--- config.mk ---
export PLATFORM = sky130hd
export DESIGN_NAME = convn_window_sched
export DESIGN_NICKNAME = d
export VERILOG_FILES = /design/src/rtl/convn_window_sched.sv
export SDC_FILE = /design/constraint.sdc
export NUM_CORES = 1
export LEC_CHECK = 0
export ABC_CLOCK_PERIOD_IN_PS = 5150
export CAP_MARGIN = 20
export CORE_ASPECT_RATIO = 2
export CORE_MARGIN = 10
export CORE_UTILIZATION = 45
export DETAILED_ROUTE_END_ITERATION = 10
export PLACE_DENSITY_LB_ADDON = 0.25
export RECOVER_POWER = 50
export SYNTH_ARGS = -nofsm -noshare
export SYNTH_HDL_FRONTEND = slang
export SYNTH_SLANG_ARGS = --single-unit
--- constraint.sdc ---
create_clock -name clk -period 5.15 [get_ports clk]
set_input_delay 1.545 -clock clk [delete_from_list [all_inputs] [get_ports clk]]
set_output_delay 1.545 -clock clk [all_outputs]
set_load 0.02 [all_outputs]
--- src/rtl/convn_window_sched.sv ---
// convn_window_sched: scans a feature map column by column into a convn
// datapath and tags each pipelined result with its output-map position.
module convn_window_sched #(
    parameter int IMG_W       = 32,
    parameter int IMG_H       = 32,
    parameter int KERNEL_SIZE = 5,
    parameter int CONV_LAT    = 2,
    parameter int OUT_WIDTH   = 8,
    localparam int RW  = (IMG_H > 1) ? $clog2(IMG_H) : 1,
    localparam int CW  = (IMG_W > 1) ? $clog2(IMG_W) : 1,
    localparam int OH  = IMG_H - KERNEL_SIZE + 1,
    localparam int OWD = IMG_W - KERNEL_SIZE + 1,
    localparam int ORW = (OH > 1) ? $clog2(OH) : 1,
    localparam int OCW = (OWD > 1) ? $clog2(OWD) : 1
) (
    input  logic                 clk,
    input  logic                 rst_n,
    input  logic                 start,
    output logic                 busy,
    output logic                 done,
    output logic [RW-1:0]        src_row,
    output logic [CW-1:0]        src_col,
    input  logic                 src_valid,
    output logic                 src_ready,
    output logic                 conv_en,
    input  logic [OUT_WIDTH-1:0] conv_value,
    output logic                 out_valid,
    input  logic                 out_ready,
    output logic [OUT_WIDTH-1:0] out_data,
    output logic [ORW-1:0]       out_row,
    output logic [OCW-1:0]       out_col
);

    localparam int LW = $clog2(CONV_LAT + 1);

    typedef enum logic [1:0] {
        S_IDLE,
        S_FEED,
        S_FLUSH,
        S_DRAIN
    } state_t;

    state_t         r_state;
    state_t         w_next;
    logic [RW-1:0]  r_row;
    logic [CW-1:0]  r_col;
    logic [LW-1:0]  r_fcnt;
    logic           r_tv   [CONV_LAT];
    logic [ORW-1:0] r_trow [CONV_LAT];
    logic [OCW-1:0] r_tcol [CONV_LAT];

    logic           w_stall;
    logic           w_beat;
    logic           w_last;
    logic           w_row_end;
    logic           w_flush_end;
    logic           w_ent_v;
    logic [CW-1:0]  w_ent_cfull;
    logic [OCW-1:0] w_ent_col;
    logic [ORW-1:0] w_ent_row;

    // A held result freezes both the source side and the convn pipeline.
    assign w_stall     = r_tv[CONV_LAT-1] & ~out_ready;
    assign w_beat      = src_valid & src_ready;
    assign w_row_end   = (r_col == CW'(IMG_W - 1));
    assign w_last      = w_row_end && (r_row == RW'(IMG_H - KERNEL_SIZE));
    assign w_flush_end = (r_fcnt == LW'(CONV_LAT - 1));

    // Columns left of the first full window only warm up the kernel.
    assign w_ent_v     = (r_state == S_FEED) &&
                         (r_col >= CW'(KERNEL_SIZE - 1));
    assign w_ent_cfull = r_col - CW'(KERNEL_SIZE - 1);
    assign w_ent_col   = OCW'(w_ent_cfull);
    assign w_ent_row   = ORW'(r_row);

    always_ff @(posedge clk or negedge rst_n) begin
        if (!rst_n) begin
            r_state <= S_IDLE;
        end else begin
            r_state <= w_next;
        end
    end

    always_comb begin
        w_next = r_state;
        unique case (r_state)
            S_IDLE:  if (start)                  w_next = S_FEED;
            S_FEED:  if (w_beat && w_last)       w_next = S_FLUSH;
            S_FLUSH: if (conv_en && w_flush_end) w_next = S_DRAIN;
            S_DRAIN: if (done)                   w_next = S_IDLE;
            default:                             w_next = S_IDLE;
        endcase
    end

    always_comb begin
        busy      = (r_state != S_IDLE);
        src_ready = 1'b0;
        conv_en   = 1'b0;
        done      = 1'b0;
        unique case (r_state)
            S_FEED: begin
                src_ready = ~w_stall;
                conv_en   = ~w_stall & src_valid;
            end
            S_FLUSH: begin
                conv_en   = ~w_stall;
            end
            S_DRAIN: begin
                done      = ~r_tv[CONV_LAT-1] | out_ready;
            end
            default: begin
                src_ready = 1'b0;
            end
        endcase
    end

    always_ff @(posedge clk or negedge rst_n) begin
        if (!rst_n) begin
            r_row  <= '0;
            r_col  <= '0;
            r_fcnt <= '0;
        end else if (r_state == S_IDLE) begin
            if (start) begin
                r_row  <= '0;
                r_col  <= '0;
                r_fcnt <= '0;
            end
        end else begin
            if (w_beat) begin
                if (w_row_end) begin
                    r_col <= '0;
                    if (!w_last) begin
                        r_row <= r_row + RW'(1);
                    end
                end else begin
                    r_col <= r_col + CW'(1);
                end
            end
            if ((r_state == S_FLUSH) && conv_en) begin
                r_fcnt <= r_fcnt + LW'(1);
            end
        end
    end

    // Tags travel in lock-step with the convn pipeline.
    always_ff @(posedge clk or negedge rst_n) begin
        if (!rst_n) begin
            for (int i = 0; i < CONV_LAT; i++) begin
                r_tv[i]   <= 1'b0;
                r_trow[i] <= '0;
                r_tcol[i] <= '0;
            end
        end else if (conv_en) begin
            r_tv[0]   <= w_ent_v;
            r_trow[0] <= w_ent_row;
            r_tcol[0] <= w_ent_col;
            for (int i = 1; i < CONV_LAT; i++) begin
                r_tv[i]   <= r_tv[i-1];
                r_trow[i] <= r_trow[i-1];
                r_tcol[i] <= r_tcol[i-1];
            end
        end
    end

    assign src_row   = r_row;
    assign src_col   = r_col;
    assign out_valid = r_tv[CONV_LAT-1];
    assign out_data  = conv_value;
    assign out_row   = r_trow[CONV_LAT-1];
    assign out_col   = r_tcol[CONV_LAT-1];

endmodule
==> flow_metrics.env <==
export IMPL_die_area_um2=7923
export IMPL_drv_slew=37
export IMPL_area_growth_pct=12.18
export IMPL_cts_buffers=5
export IMPL_io_buffer_count=29
export IMPL_synthCells=187
export IMPL_cts_resized_gates=0
export IMPL_synth_common_cells="dfrtp_1, nand2_1, buf_4"
export IMPL_synth_nets=213
export IMPL_rows=35
export IMPL_postCtsSetupRepairBufs=0
export IMPL_min_period_over_period_pct=92.57
export IMPL_synth_edf_count=0
export IMPL_setup_tns_ps=0
export IMPL_layout_nets=226
export IMPL_track_usage_pct=10.97
export IMPL_die_x_um=68.14
export IMPL_via_per_inst=5.235
export IMPL_ys_seq_area_share_pct=43.19
export IMPL_setup_viol=0
export IMPL_r2r_slack_ps=3170
export IMPL_min_from="r_tcol[7]"
export IMPL_synth_seq_cells=36
export IMPL_final_cell_area_um2=2340
export IMPL_dp_cells=248
export IMPL_finalCriticalPeriod_ps=4767
export IMPL_gp_congestion=0.7712
export IMPL_antenna_found_initial=0
export IMPL_post_drt_wl_per_cell_um=15.84
export IMPL_drtPass1Iterations=4
export IMPL_dpl_instance_area_um2=2266
export IMPL_synth_warning_count=0
export IMPL_critical_path_required_ps=3610
export IMPL_grt_pass1_vias=1462
export IMPL_yosysTopAreaCell="dfrtp_1"
export IMPL_hold_path_endpoint="r_tcol[7]"
export IMPL_synth_distinct_cells=41
export IMPL_slew_headroom_pct=-26.93
export IMPL_num_io_pins=46
export IMPL_ir_drop_v=0.0003080
export IMPL_instances_no_fill=255
export IMPL_utilization_pct=51.37
export IMPL_r2r_start="r_state[0]"
export IMPL_r2r_cells=6
export IMPL_crit_arrival_ps=3220
export IMPL_grt_pass1_wl_um=6762
export IMPL_wl_um=4039
export IMPL_vias=1335
export IMPL_grt_setup_unrepaired="false"
export IMPL_insertion_delay_ps=280
export IMPL_hold_depth=2
export IMPL_fmax_mhz=209.8
export IMPL_critical_path_class="input port to output pin"
export IMPL_grt_ovfl_total=0
export IMPL_htreeDepth=2
export IMPL_path_max_fanout=8
export IMPL_hold_class="register to register"
export IMPL_cts_root_buf="clkbuf_8"
export IMPL_cts_hold_buf=0
export IMPL_rr_endpoint="src_col[2]"
export IMPL_numClockSinks=36
export IMPL_tightest_slew_ps=1904
export IMPL_n_antenna_cell=0
export IMPL_synth_top_area_share_pct=43.19
export IMPL_drive_above_1_share_pct=13.50
export IMPL_powerDensity_nw_per_um2=486.2
export IMPL_cts_tree="built"
export IMPL_worst_setup_path_start_kind="input port"
export IMPL_drtIter0Drc=31
export IMPL_leakagePower_nw=1.131
export IMPL_die_height_um=116.3
export IMPL_dp_hpwl_um=3127
export IMPL_synthesis_area_um2=2086
export IMPL_remaining_drc_errors=0
export IMPL_cp_end_kind="output pin"
export IMPL_violations="max-capacitance violations, max-slew violations"
export IMPL_yosysMostFrequentCell="dfrtp_1"
export IMPL_yosys_top_cells_area="dfrtp_1, mux2_4, ha_1"
export IMPL_start_util_pct=45.80
export IMPL_cts_path_max_buffers=2
export IMPL_clk_pin_slew_worst_paths_ps=60
export IMPL_hold_viol=0
export IMPL_coreArea_um2=4554
export IMPL_status="complete, but fails checks"
export IMPL_drtAntennaViolNets=0
export IMPL_maxCapViolations=1
export IMPL_finalClockSkew_ps=5.057
export IMPL_fillers=436
export IMPL_avgSynthCellArea_um2=11.15
export IMPL_synthFlopType="dfrtp_1"
export IMPL_synth_async_reset_ratio_pct=100.0
export IMPL_grt_max_degree=37
==> kinds of logic (layout without fill, tap and decap cells) <==
logic type / after synthesis / in the layout / share of synthesized area, %
simple gates: 46 / 46 / 12.18
buf+inv: 37 / 50 / 11.46
flops: 36 / 36 / 43.19
compound gates: 34 / 34 / 11.58
mux: 19 / 19 / 12.96
fa+ha+maj: 13 / 13 / 7.799
xor+xnor: 2 / 2 / 0.8400
==> where the power goes <==
| part | internal [W] | switching, W |
|---|---|---|
| clock | 0.000119 | 0.0000932 |
| sequential | 0.000344 | 0.0000400 |
| combinational | 0.000242 | 0.000299 |
==> state kept, by name, summed over array words and instances (netlist names) <==
| register | flops |
|---|---|
| out_col | 5 |
| out_row | 5 |
| r_tcol | 5 |
| r_trow | 5 |
| src_col | 5 |
| src_row | 5 |
| r_fcnt | 2 |
| r_state | 2 |
| out_valid | 1 |
| r_tv | 1 |
==> worst max-delay path by stage <==
stage | endpoint | start | slack (ps)
finish | conv_en | out_ready | 380
global route | conv_en | out_ready | 310
CTS | conv_en | out_ready | 430
detailed placement | conv_en | out_ready | 430
global placement | conv_en | out_ready | 490
floorplan | conv_en | out_ready | 1270
==> final cells by class <==
class                           count  area (um^2)  share of cell area, %
Clock buffer                        7        96.34                  4.118
Inverter                           12        45.04                  1.925
Tap cell                           55        68.82                  2.941
Multi-Input combinational cell    114        927.1                  39.63
Sequential cell                    36        900.9                  38.50
Timing Repair Buffer               31        301.5                  12.89
==> critical path, stage by stage <==
cell and delay, ps:
dlygate4sd3_1 550, nand2b_1 310, o211ai_4 130, inv_1 80, clkdlybuf4s50_1 600
==> metal layers <==
layer	global-route usage, %	routed length [um]	vias to the layer above
li1	-	-	653
met1	10.80	1524	629
met2	19.60	2174	45
met3	3.458	239	8
met4	5.263	102	0
met5	0	0	-
==> placed cells by master (no fill, tap or decap), drive strengths merged, types with 2 or more instances in the layout <==
master,Yosys,routed
dfrtp,36,36
nand2,24,24
clkdlybuf4s50,0,22
mux2,16,16
o21ai,14,14
ha,13,13
inv,12,12
clkbuf,0,8
dlygate4sd3,0,7
a21oi,4,4
nor3,4,4
and2,4,4
and2b,3,3
mux2i,3,3
nand3,3,3
a31oi,2,2
a41o,2,2
nand4,2,2
o31ai,2,2
o2bb2ai,2,2
o211ai,2,2
==> stage by stage <==
step	total power (W)	hold slack (ps)	setup slack (ps)
detailed placement	0.0009459	478.5	426.6
floorplan	0.0008407	448.8	1267
global placement	0.0009289	467.2	488.3
global route	0.001220	514.2	306.3
finish	0.001138	485.8	382.8
CTS	0.001164	490.8	433.1
No activity file was read; power rests on OpenSTA's default activity.
